==> src/rtl/gcc.sv <==
// Weighted gravity-centre calculator over a sliding three-point window, one result per clock.
// Build option: define GCC_ROUND_EN for round-half-up quotients; the default build truncates.
module gcc #(
    parameter int DW = 8,
    parameter int WW = 4
) (
    input  logic          CLK,
    input  logic          RESET_,
    input  logic [DW-1:0] Xi,
    input  logic [DW-1:0] Yi,
    input  logic [WW-1:0] Wi,
    output logic          READY_,
    output logic [DW-1:0] Xc,
    output logic [DW-1:0] Yc
);

    localparam int PW = DW + WW;   // product width
    localparam int NW = PW + 2;    // numerator width (sum of three products)
    localparam int SW = WW + 2;    // weight-sum width

    logic [DW-1:0] x_p1, y_p1, x_p2, y_p2;
    logic [WW-1:0] w_p1, w_p2;
    logic [1:0]    fill_cnt;

    logic [PW-1:0] px0, px1, px2, py0, py1, py2;
    logic [NW-1:0] num_x, num_y;
    logic [SW-1:0] wsum;

    // Quotient of a window sum; zero total weight yields zero. Saturation guards the rounded form.
    function automatic logic [DW-1:0] quot(input logic [NW-1:0] num, input logic [SW-1:0] den);
        logic [NW:0] n2;
        logic [NW:0] d2;
        logic [NW:0] q;
        if (den == '0) return '0;
`ifdef GCC_ROUND_EN
        n2 = {num, 1'b0} + (NW+1)'(den);
        d2 = (NW+1)'({den, 1'b0});
`else
        n2 = (NW+1)'(num);
        d2 = (NW+1)'(den);
`endif
        q = n2 / d2;
        if (q > (NW+1)'({DW{1'b1}})) return '1;
        return q[DW-1:0];
    endfunction

    // Stage p0: incoming point combined with the two stored window points
    assign px0 = {{WW{1'b0}}, Xi}   * {{DW{1'b0}}, Wi};
    assign px1 = {{WW{1'b0}}, x_p1} * {{DW{1'b0}}, w_p1};
    assign px2 = {{WW{1'b0}}, x_p2} * {{DW{1'b0}}, w_p2};
    assign py0 = {{WW{1'b0}}, Yi}   * {{DW{1'b0}}, Wi};
    assign py1 = {{WW{1'b0}}, y_p1} * {{DW{1'b0}}, w_p1};
    assign py2 = {{WW{1'b0}}, y_p2} * {{DW{1'b0}}, w_p2};

    assign num_x = NW'(px0) + NW'(px1) + NW'(px2);
    assign num_y = NW'(py0) + NW'(py1) + NW'(py2);
    assign wsum  = SW'(Wi) + SW'(w_p1) + SW'(w_p2);

    // Stage p1: window shift and registered centroid
    always_ff @(posedge CLK) begin
        if (RESET_) begin
            x_p1     <= '0;
            y_p1     <= '0;
            w_p1     <= '0;
            x_p2     <= '0;
            y_p2     <= '0;
            w_p2     <= '0;
            fill_cnt <= '0;
            READY_   <= 1'b1;
            Xc       <= '0;
            Yc       <= '0;
        end else begin
            x_p1 <= Xi;
            y_p1 <= Yi;
            w_p1 <= Wi;
            x_p2 <= x_p1;
            y_p2 <= y_p1;
            w_p2 <= w_p1;
            if (fill_cnt != 2'd3) fill_cnt <= fill_cnt + 2'd1;
            // Two samples already stored means this edge completes a full window
            if (fill_cnt >= 2'd2) begin
                READY_ <= 1'b0;
                Xc     <= quot(num_x, wsum);
                Yc     <= quot(num_y, wsum);
            end
        end
    end

endmodule

==> config.mk <==
export PLATFORM = sky130hd
export DESIGN_NAME = gcc
export DESIGN_NICKNAME = d
export VERILOG_FILES = /design/src/rtl/gcc.sv
export SDC_FILE = /design/constraint.sdc
export NUM_CORES = 1
export LEC_CHECK = 0
export ABC_CLOCK_PERIOD_IN_PS = 37100
export BUFFER_PORTS_ARGS = -buffer_cell sky130_fd_sc_hd__buf_2
export CAP_MARGIN = 5
export CORE_MARGIN = 1
export CORE_UTILIZATION = 30
export DETAILED_ROUTE_END_ITERATION = 7
export PLACE_DENSITY = 0.5
export SETUP_SLACK_MARGIN = 0.02
export SKIP_CTS_REPAIR_TIMING = 1
export SLEW_MARGIN = 15
export SYNTH_ARGS = -nofsm -noshare
export SYNTH_HDL_FRONTEND = slang
export SYNTH_SLANG_ARGS = --single-unit
==> constraint.sdc <==
create_clock -name CLK -period 37.1 [get_ports CLK]
set_input_delay 11.13 -clock CLK [delete_from_list [all_inputs] [get_ports CLK]]
set_output_delay 11.13 -clock CLK [all_outputs]
set_load 0.005 [all_outputs]
==> flow_summary.toml <==
[placement]
gp_congestion = 0.8684
hpwl_um = 42500
io_buffers = 38

[sta]
tns_ps = -284.0
relSlewSlack_pct = 30.93
hold_viol = 0
fin_crit_sh_pct = 100.8
worst_slew_pin_slew_ps = 1027
rsz0062_at_grt = "yes"
fin_crit_ps = 37380
skew_ps = 12.68
slew_viol_final = 0
layout_setup_ws_ps = -284.0
setup_viol = 1
fmax_ghz = 0.02675

[grt]
grt_max_degree = 59
antenna_found_initial = 0
grt_overflow = 0
grt_pass1_wl_um = 85550
grt_pass1_vias = 16420
track_usage_pct = 18.44

[yosys]
synthTopCellsByArea = "fa_1 (18%), ha_1 (16%), dfxtp_1 (6.9%), inv_1 (4.9%), and2_1 (4.8%)"
muxShareOfSynthArea_pct = 3.225
synth.most_common_cell = "inv_1"
synth_warnings = 0
synth_cell_types = 112
yosysTopAreaCellShare_pct = 17.67
postSynthAreaPerCell_um2 = 7.977
yosys.area_share.simple_pct = 23.52
yosys_register_bits = 59
synth_xor_area_share_pct = 3.686
yosys.area_share.adder_pct = 33.81
ys_top_cells_by_count = "inv_1 (222), ha_1 (220), nand2_1 (186), nor2_1 (159), fa_1 (151)"
synth_ff_type = "dfxtp_1"
yosysTopAreaCell = "fa_1"
syn_area_mm2 = 0.01711
synth_top_family_by_area = "adder cells"
ys_seq_area_share_pct = 6.903
async_reset_ff_share_pct = 0
syn_inst = 2145
synth_edf_count = 0
synth_compound_area_share_pct = 22.61

[setup_path]
path_common_cell = "o21a_1"
cp-start-kind = "input pin"
crit_slowest_cell = "fa_1"
worst_ep_arrival_time_ps = 37630
critical_path_class = "input pin to flop"
cp-end-kind = "flop"
crit_required_ps = 37350
ff2ff_setup_slack_ps = 9510
rr_worst_depth = 141
critPathMaxFanout = 6
rr_endpoint = "Xc[0]"
slowest_delay_ps = 570
r2r_start = "w_p2[0]"

[cts]
cts_made_buffers = 9
cts_tree = "done"
path_clk_slew_ps = 60
root_buffer = "clkbuf_16"
insertion_delay_ps = 380
clockBufferDepth = 2
cts.sinks = 59
h-tree-depth = 3

[routing]
drt_iter0_drc = 819
vias_per_cell = 5.162
wirelength_um = 53600
first_pass_iters = 5
final_antenna_net_count = 0
vias = 16460
drc_errors = 0
wl_per_cell_um = 16.81

[run_status]
status = "finished, violations left"
violations = "negative setup slack"

[floorplanning]
core_mm2 = 0.05639
start_util_pct = 30.34
row_count = 87
dieArea_mm2 = 0.05799
fp.dieW_um = 240.8
fp.dieH_um = 240.8
pin_count = 39

[hold_path]
whs_path_depth = 1
hold_path_startpoint = "READY_"
hold_path_end = "READY_"
hold_class = "flop to flop"

[job]
drv_cap = 0

[final_layout]
final_nets = 2821
num_antenna_cells = 0
areaGrowthSynthToFinish_pct = 25.76
drive_gt1_share_pct = 23.63
postLayoutCoreUtil_pct = 38.16
-- how the worst max path moves through the flow --
stage                     cells past startpoint  startpoint  slack, ps  endpoint
after detailed placement                    139       Wi[3]      -1620     Xc[0]
final                                       142       Wi[3]       -280     Xc[0]
after CTS                                   139       Wi[3]      -1300     Xc[0]
after global placement                      138       Wi[3]      -1320     Xc[0]
after global routing                        143       Xi[0]      -1440     Xc[0]
after floorplan                             145       Wi[3]         30     Yc[0]
-- placed cells by master (no fill, tap or decap), types with 28 or more instances in the layout --
cell type / instances
buf_2: 36
a21o_1: 34
buf_4: 266
o211ai_1: 32
o21ai_0: 49
xnor2_1: 42
xor2_1: 28
o21a_1: 80
a21oi_1: 90
nor2_1: 144
inv_1: 216
ha_1: 193
nor3_1: 78
nand2_1: 181
dfxtp_1: 59
and2_1: 129
nor2b_1: 51
fa_1: 150
-- logic make-up after synthesis --
family / after synthesis
AOI/OAI and AO/OA: 542
DFF: 59
and+or+nand+nor: 784
xor gates and xnor gates: 72
other: 1
muxes: 46
adders and majority gates: 372
buffers and inverters: 269
-- metal layers --
metal  track usage, %  part of all wire, %  up-vias  wire, um
li1                 -                    -     8144         -
met2            30.65                   47      297     25220
met3            2.471                  3.5       66      1850
met4            4.526                  2.0        0      1064
met1            25.10                   48     7955     25470
met5                0                    0        -         0
-- critical path, delay by kind of cell --
family          cells  cell delay (ps)
fa+ha+maj          20             6410
compound gates     73            12620
mux                 3              930
buf+inv             7              650
simple gates       39             5840
-- stage by stage --
stage | std cells | worst slack (ps) | cell area [um^2] | hold slack, ps
2_1_floorplan | 2146 | 31.96 | 17650 | 448.3
3_3_place_gp | 3088 | -1325 | 19990 | 434.7
3_5_place_dp | 3088 | -1615 | 19990 | 441.6
4_1_cts | 3104 | -1301 | 20270 | 461.0
5_1_grt | 3189 | -1444 | 21520 | 493.5
6_report | 3189 | -284.0 | 21520 | 454.4
-- sequential cells by signal, indices dropped and copies added, names as in the netlist --
name	count
fill_cnt	2
w_p1	4
x_p1	8
y_p2	8
w_p2	4
x_p2	8
READY_	1
Yc	8
y_p1	8
Xc	8
-- cell type report --
type | count | area [um^2]
timing repair buffer | 316 | 2347
fill | 5865 | 34870
inverter | 224 | 840.8
sequential | 59 | 1181
clock inverter | 7 | 52.55
multi-input combinational | 1818 | 15930
tap | 756 | 945.9
clock buffer | 9 | 225.2
Power is not shown: default switching activity piles up to over one toggle a cycle in this logic, so the estimate is an artifact.
